File: config.mk
export PLATFORM = sky130hd
export DESIGN_NAME = stepper_cmd_reader
export DESIGN_NICKNAME = d
export VERILOG_FILES = /design/src/rtl/stepper_pkg.sv /design/src/rtl/stepper_tick_counter.sv /design/src/rtl/stepper_cmd_reader.sv
export SDC_FILE = /design/constraint.sdc
export NUM_CORES = 1
export LEC_CHECK = 0
export CORE_ASPECT_RATIO = 1.5
export CORE_MARGIN = 3
export CORE_UTILIZATION = 35
export CTS_BUF_LIST = sky130_fd_sc_hd__clkbuf_16
export CTS_CLUSTER_SIZE = 20
export DETAILED_ROUTE_END_ITERATION = 16
export GPL_ROUTABILITY_DRIVEN = 0
export PLACE_DENSITY_LB_ADDON = 0.25
export SLEW_MARGIN = 25
export SYNTH_ARGS = -nofsm -noshare
export SYNTH_HDL_FRONTEND = slang
export SYNTH_SLANG_ARGS = --single-unit
File: constraint.sdc
create_clock -name clock -period 3.9 [get_ports clock]
set_input_delay 0.585 -clock clock [delete_from_list [all_inputs] [get_ports clock]]
set_output_delay 0.585 -clock clock [all_outputs]
set_load 0.02 [all_outputs]
File: src/rtl/stepper_pkg.sv
// Shared constants for the stepper command reader: command word layout,
// tick counter width and FSM state encoding.
package stepper_pkg;

  // Command word layout
  localparam int unsigned CMD_W   = 32;
  localparam int unsigned DIR_BIT = 31;
  localparam int unsigned CNT_LSB = 0;

  // Half-period tick counter width (covers HALF_PERIOD up to 65535)
  localparam int unsigned TICK_W  = 16;

  // FSM state encoding
  localparam int unsigned STATE_W = 3;
  localparam logic [2:0] ST_IDLE = 3'd0;
  localparam logic [2:0] ST_LOAD = 3'd1;
  localparam logic [2:0] ST_HIGH = 3'd2;
  localparam logic [2:0] ST_LOW  = 3'd3;
  localparam logic [2:0] ST_DONE = 3'd4;

  // Reload value so that a phase lasts exactly half_period cycles
  function automatic logic [TICK_W-1:0] tick_reload(input int unsigned half_period);
    return TICK_W'(half_period - 1);
  endfunction

endpackage

File: src/rtl/stepper_tick_counter.sv
// Loadable down-counter timing one step-pulse phase; expire is high while the
// count sits at zero.
module stepper_tick_counter
  import stepper_pkg::*;
#(
  parameter int unsigned W = TICK_W
) (
  input  logic         clk_i,
  input  logic         rst_ni,
  input  logic         load_i,
  input  logic [W-1:0] load_val_i,
  output logic         expire_o
);

  logic [W-1:0] cnt_q;
  logic [W-1:0] cnt_d;
  logic         expire_q;

  // Next count: load wins, otherwise count down and park at zero
  always_comb begin
    cnt_d = cnt_q;
    if (load_i) begin
      cnt_d = load_val_i;
    end else if (cnt_q != '0) begin
      cnt_d = cnt_q - W'(1);
    end
  end

  // Count register with registered expire flag
  always_ff @(posedge clk_i or negedge rst_ni) begin
    if (!rst_ni) begin
      cnt_q    <= '0;
      expire_q <= 1'b1;
    end else begin
      cnt_q    <= cnt_d;
      expire_q <= (cnt_d == '0);
    end
  end

  assign expire_o = expire_q;

endmodule

File: src/rtl/stepper_cmd_reader.sv
// Consumes a step command from a falling-edge command register and emits
// step/dir pulses to a motor driver, with abort and completion reporting.
module stepper_cmd_reader
  import stepper_pkg::*;
#(
  parameter int unsigned HALF_PERIOD = 1000,
  parameter int unsigned CNT_W       = 16
) (
  input  logic              clock,
  input  logic              ctrl_reset,
  input  logic [CMD_W-1:0]  cmd_word,
  input  logic              cmd_valid,
  input  logic              abort,
  output logic              cmd_ack,
  output logic              step,
  output logic              dir,
  output logic              busy,
  output logic              done,
  output logic              aborted,
  output logic [CNT_W-1:0]  steps_remaining
);

  localparam logic [TICK_W-1:0] TICK_RELOAD = tick_reload(HALF_PERIOD);

  logic [STATE_W-1:0] state_q;
  logic [STATE_W-1:0] state_d;

  logic [CNT_W-1:0]   rem_q;
  logic [CNT_W-1:0]   rem_d;
  logic               dir_q;
  logic               dir_d;
  logic               aborted_q;
  logic               aborted_d;
  logic               step_q;
  logic               busy_q;
  logic               done_q;
  logic               ack_q;

  logic               tick_load_c;
  logic               tick_expire;

  // Reserved command bits are intentionally ignored
  logic               unused_cmd_bits;
  assign unused_cmd_bits = ^cmd_word;

  // Phase timer shared by the HIGH and LOW phases
  stepper_tick_counter #(
    .W (TICK_W)
  ) u_tick (
    .clk_i      (clock),
    .rst_ni     (ctrl_reset),
    .load_i     (tick_load_c),
    .load_val_i (TICK_RELOAD),
    .expire_o   (tick_expire)
  );

  // Next-state, command capture and phase timer reload decisions
  always_comb begin
    state_d     = state_q;
    rem_d       = rem_q;
    dir_d       = dir_q;
    aborted_d   = aborted_q;
    tick_load_c = 1'b0;

    case (state_q)
      ST_IDLE: begin
        // abort is ignored here, so a command arriving with abort still starts
        if (cmd_valid) begin
          state_d   = ST_LOAD;
          dir_d     = cmd_word[DIR_BIT];
          rem_d     = cmd_word[CNT_LSB +: CNT_W];
          aborted_d = 1'b0;
        end
      end

      ST_LOAD: begin
        if (abort) begin
          state_d   = ST_DONE;
          aborted_d = 1'b1;
        end else if (rem_q == '0) begin
          state_d = ST_DONE;
        end else begin
          state_d     = ST_HIGH;
          tick_load_c = 1'b1;
        end
      end

      ST_HIGH: begin
        if (abort) begin
          state_d   = ST_DONE;
          aborted_d = 1'b1;
        end else if (tick_expire) begin
          state_d     = ST_LOW;
          tick_load_c = 1'b1;
        end
      end

      ST_LOW: begin
        // abort takes priority over step completion so the count holds
        if (abort) begin
          state_d   = ST_DONE;
          aborted_d = 1'b1;
        end else if (tick_expire) begin
          rem_d = rem_q - CNT_W'(1);
          if (rem_q == CNT_W'(1)) begin
            state_d = ST_DONE;
          end else begin
            state_d     = ST_HIGH;
            tick_load_c = 1'b1;
          end
        end
      end

      ST_DONE: begin
        state_d = ST_IDLE;
      end

      default: begin
        state_d = ST_IDLE;
      end
    endcase
  end

  // State register
  always_ff @(posedge clock or negedge ctrl_reset) begin
    if (!ctrl_reset) begin
      state_q <= ST_IDLE;
    end else begin
      state_q <= state_d;
    end
  end

  // Datapath and Moore outputs, registered from the next state
  always_ff @(posedge clock or negedge ctrl_reset) begin
    if (!ctrl_reset) begin
      rem_q     <= '0;
      dir_q     <= 1'b0;
      aborted_q <= 1'b0;
      step_q    <= 1'b0;
      busy_q    <= 1'b0;
      done_q    <= 1'b0;
      ack_q     <= 1'b0;
    end else begin
      rem_q     <= rem_d;
      dir_q     <= dir_d;
      aborted_q <= aborted_d;
      step_q    <= (state_d == ST_HIGH);
      busy_q    <= (state_d != ST_IDLE);
      done_q    <= (state_d == ST_DONE);
      ack_q     <= (state_d == ST_LOAD);
    end
  end

  assign cmd_ack         = ack_q;
  assign step            = step_q;
  assign dir             = dir_q;
  assign busy            = busy_q;
  assign done            = done_q;
  assign aborted         = aborted_q;
  assign steps_remaining = rem_q;

endmodule

== After elaboration in Yosys (flattened, before gate mapping) ==
Cells that the tools add are included.
Storage, ports and cells
  flip-flop bits (word level): 42
  input port bits: 36
  output and inout port bits: 22
  word-level logic and storage cells: 60
Cells by class
  add/sub/neg operators: 2
  equality and inequality tests: 11
  muxes and demuxes: 26
  reduce and logical (&&, ||, !) cells: 11
Operators with widths (number)
  $mux 16: 5
  $logic_not 16->1: 2
  $pmux 16 s2: 1
  $sub 16x1->16 const B: 2
  $mux 3: 8
  $eq 16x1->1 const B: 1
  $reduce_bool 16->1: 1
  $pmux 3 s4: 1
  $eq 3x2->1 const B: 3
  $mux 1: 9
  $eq 3x1->1 const B: 2
  $ne 2x1->1 const B: 2
  $ne 2x2->1 const B: 2
  $reduce_and 4->1: 1
  $reduce_bool 2->1: 2
  $eq 3x3->1 const B: 1
  $logic_not 3->1: 1
  $pmux 1 s3: 1
  $reduce_and 3->1: 1
  $reduce_bool 3->1: 1
  $reduce_or 3->1: 1
  $pmux 1 s2: 1
  $reduce_and 2->1: 1

== Longest topological paths before layout ==
  depth after elaboration: 7
  depth in mapped cells: 9
  depth with buffers taken out: 8

== Hierarchy ==
From an unflattened synthesis, not the netlist that was laid out.
Unflattened totals
  cells, all modules: 296
  area total of the unflattened synthesis: 2646.3 um^2
Modules (own cells, without submodules)
  stepper_cmd_reader: instances 1, cells each 172, area an instance 1496.4 um^2, sequential area each 625.6 um^2
  stepper_tick_counter: instances 1, cells each 124, area an instance 1149.9 um^2, sequential area each 426.7 um^2

== Worst setup path after synthesis ==
OpenSTA, ideal clock, no wires.
  path type: register to register
  from: register u_tick.cnt_q[0]
  to: register u_tick.cnt_q[15]
  setup time: 0.152 ns
  data arrival time: 1.858 ns
  required time: 3.748 ns
  path slack: 1.889 ns
  cell stages (with the launch flop): 10
  buffers on the path: 1
  clock period less this slack: 2.011 ns
  cells stage by stage: dfrtp_1 -> inv_1 -> ha_1 -> nor3b_1 -> and4_4 -> and2_2 -> buf_2 -> or4_4 -> xor2_1 -> nor2_1
Between the ends
  word-level cells in the longest chain between the ends: 3
RTL lines
  from (decl): line stepper_tick_counter.sv:15  | logic [W-1:0] cnt_q;
  from (signal assigned): line stepper_tick_counter.sv:35  | cnt_q <= cnt_d;
  $sub 16x1->16 / $reduce_bool 16->1 (equally long branches): line stepper_tick_counter.sv:25, stepper_tick_counter.sv:24
  $mux 16 (*): line stepper_tick_counter.sv:24  | end else if (cnt_q != '0) begin
  $mux 16 (*): line stepper_tick_counter.sv:22  | if (load_i) begin
  net u_tick.cnt_d[15]: line stepper_tick_counter.sv:16  | logic [W-1:0] cnt_d;
The timed path passes the listed nets; every way through them passes the cells marked *.
A chain may end at the register's enable or synchronous reset.

== Final worst setup path ==
  from: register rem_q[6] (netlist: steps_remaining[6])
  to: register u_tick.expire_q (netlist: u_tick.expire_o)
Between the ends
  word-level cells in the longest chain between the ends: 7
RTL lines
  from (decl): line stepper_cmd_reader.sv:28  | logic [CNT_W-1:0] rem_q;
  from (signal assigned): line stepper_cmd_reader.sv:144  | rem_q <= rem_d;
  $eq 16x1->1: line stepper_cmd_reader.sv:105  | if (rem_q == CNT_W'(1)) begin
  $mux 1: line stepper_cmd_reader.sv:105
  $mux 1: line stepper_cmd_reader.sv:103  | end else if (tick_expire) begin
  $mux 1: line stepper_cmd_reader.sv:100  | if (abort) begin
  $pmux 1 s3 (*): line stepper_cmd_reader.sv:65  | case (state_q)
  $mux 16 (*): line stepper_tick_counter.sv:22
  $logic_not 16->1 (*): line stepper_tick_counter.sv:36  | expire_q <= (cnt_d == '0);
  to (signal assigned): line stepper_tick_counter.sv:36
  to (decl): line stepper_tick_counter.sv:17  | logic expire_q;
Every way passes the cells marked *; elsewhere a longest branch is shown, timed or not.

==> out/qor.yml <==
critical_path:
  critical-path-max-stage-delay_ns: 0.47
  path_max_fanout: 11
  required_ns: 4.08
  cp_slowest_cell: "nor4_4"
  path_cells: "nor4_4 > nand4b_1 > o21ai_0 > o41a_1 > o2111ai_1 > nor4_1"
  cp.arrival_ns: 2.68
  critPathBufInv: 0
  cp-end-kind: "register"
  crit_type: "register to register"
  critPathLaunchType: "register"
  crit_family: "compound AO/OA/AOI/OAI gates"
grt:
  grt_pass1_vias: 2227
  grt.total_usage_pct: 16.33
  overflow: 0
  grt_max_degree: 43
  antenna_found_initial: 0
  grt_pass1_wl_um: 10410
power_and_ir_drop:
  p_switching_uw: 882.5
  leakagePower_nw: 1.201
  vdd_drop_max_v: 0.0002279
  pwr-share-comb_pct: 40.8
  clockPowerShare_pct: 21.4
  internal_power_mw: 1.268
  p_total_mw: 2.150
  p_sw_share_pct: 41.04
  power_density_nw_per_um2: 694.0
  seq_power_share_pct: 37.7
detailed_routing:
  drt_wl_total_um: 6158
  viasPerCell: 5.705
  drc: 0
  drt_iter0_markers: 135
  ant_nets: 0
  num_vias: 2282
  post_drt_wl_per_cell_um: 15.40
  drtPass1Iterations: 7
die:
  die_h_um: 109.2
  die_width_um: 74.80
  initial_core_util_pct: 36.02
  die-area_um2: 8167
  core_um2: 6898
  io_pins: 58
  rows: 37
yosys:
  synth_area_leaders: "dfrtp_1, a21oi_1, nand2_1"
  synth_cells: 286
  ys_types: 51
  synth_area_um2: 2485
  synth-edff-count: 0
  synth_commonest_cells: "dfrtp_1, a21oi_1, nand2_1"
  ys_ff_latch: 42
  yosys.area.top_type_share_pct: 41.29
  synth_top_flop_cell: "dfrtp_1"
  synthesis.nets: 327
  yosys.area.top_type: "dfrtp_1"
  yosys_warnings: 0
  ys_seq_area_share_pct: 42.35
  postSynthAreaPerCell_um2: 8.688
  async_flop_share_pct: 100.0
  post-synth-top-count-cell: "dfrtp_1"
cts:
  cts.htree.levels: 2
  cts_buffer_depth: 2
  cts_root_buffer: "clkbuf_16"
  cts_setup_buffers: 0
  cts.sinks: 42
  cts.hold.buffers_added: 0
  cts.repair.resized: 0
  clk_latency_ns: 0.28
  path_clk_slew_ns: 0.06
  cts_buffers: 5
  cts_tree: "done"
layout:
  antenna_cells: 0
  fillers: 659
  syn2layout_area_growth_pct: 24.67
  register_area_um2: 1052
  drive_above_1_share_pct: 6.832
  nNetsFinal: 363
  multiInputGateArea_um2: 1323
timing:
  skew_ns: 0.008517
  hold_viol: 0
  worst_pin_slew_ns: 0.8490
  setup_viol: 0
  rsz0062_at_grt: "no"
  fin_crit_ns: 2.500
  fmax_mhz: 399.9
  finalCritPeriodShare_pct: 64.12
  finalMaxSlewViolations: 0
  slew_headroom_pct: 43.24
  tns_ns: 0
outcome:
  outcome: "complete, no violations"
placed_design:
  io_buffers: 42
  hpwl_um: 4474
min_path:
  hp-class: "primary input to asynchronous set/reset pin"
run:
  maxCapViolations: 0
-- per-stage QoR --
stage	cells	cell area, um2	utilization [%]	hold slack [ns]	worst slack [ns]
floorplan	286	2485	-	0.2894	1.889
global placement	393	2937	42.57	0.4897	1.392
detailed placement	393	2937	42.57	0.5069	1.407
CTS	400	3095	44.88	0.4941	1.346
global route	400	3098	44.91	0.3277	1.127
finish	400	3098	44.91	0.2817	1.400
-- worst paths after layout --
kind	to	start	cells after the start	slack (ns)
hold / removal	steps_remaining[6]	ctrl_reset	1	0.28
hold reg to reg	dir	dir	1	0.51
min in group clock	dir	dir	1	0.51
max in group asynchronous	u_tick.expire_o	ctrl_reset	1	3.23
setup reg to reg	u_tick.expire_o	steps_remaining[6]	6	1.40
setup / recovery	u_tick.expire_o	steps_remaining[6]	6	1.40
-- placed cells by master (no fill, tap or decap), drive strengths merged, types with 2 or more instances in the layout --
cell,netlist,layout
nor2,28,28
nor4,9,9
nand4b,2,2
o2111ai,3,3
xnor2,4,4
o32ai,2,2
clkdlybuf4s50,0,41
buf,6,3
o22ai,3,3
nor3,16,16
or4,2,2
o31ai,3,3
nor3b,2,2
dfrtp,41,41
a22oi,3,3
or3,4,4
nand4,4,4
inv,9,9
o211ai,2,2
a32oi,2,2
ha,5,5
and2,3,3
clkbuf,9,5
nand3,14,14
a21oi,30,30
xor2,7,7
o21ai,22,22
nand2,31,31
a32o,3,3
-- cells by family (layout without fill, tap and decap cells) --
| logic type | Yosys count | after routing | share of synthesized area (%) |
|---|---|---|---|
| buf+inv | 24 | 60 | 4.431 |
| xor+xnor | 11 | 11 | 3.877 |
| mux | 1 | 1 | 0.4531 |
| simple gates | 121 | 121 | 25.88 |
| flops | 42 | 42 | 42.35 |
| compound gates | 82 | 82 | 20.49 |
| fa+ha+maj | 5 | 5 | 2.518 |
-- flip-flops by register name (all words and copies together) (netlist names) --
name             cells
steps_remaining     16
u_tick.cnt_q        16
state_q              3
aborted              1
busy                 1
cmd_ack              1
dir                  1
done                 1
step                 1
u_tick.expire_o      1
-- per-layer routing --
| layer | routed length (um) | share of wire (%) | up-vias | track usage, % |
|---|---|---|---|---|
| met1 | 2562 | 42 | 1086 | 18.61 |
| met2 | 3200 | 52 | 58 | 28.62 |
| met4 | 163 | 2.6 | 0 | 8.015 |
| met5 | 0 | 0 | - | 0 |
| met3 | 231 | 3.8 | 14 | 2.860 |
| li1 | - | - | 1124 | - |
-- worst register-to-register path, delay by kind of cell, from the launching register on --
| family | cells | cell delay (ns) |
|---|---|---|
| compound gates | 3 | 1.01 |
| simple gates | 3 | 0.96 |
| flops | 1 | 0.43 |
-- cell type report --
type | instances | area share, %
multi-input combinational | 220 | 42.69
sequential | 42 | 33.97
timing repair buffer | 44 | 13.97
clock buffer | 5 | 4.039
tap | 78 | 3.150
clock inverter | 2 | 1.090
inverter | 9 | 1.090
-- power groups by stage --
stage / Clock [mW] / Sequential, mW / Combinational (mW)
after detailed placement: 0 / 0.817 / 0.884
after floorplan: 0 / 0.871 / 0.470
after CTS: 0.472 / 0.812 / 0.887
after global routing: 0.493 / 0.844 / 0.980
final: 0.461 / 0.811 / 0.877
after global placement: 0 / 0.811 / 0.870
Note: power is estimated with default switching activity, not from simulation.
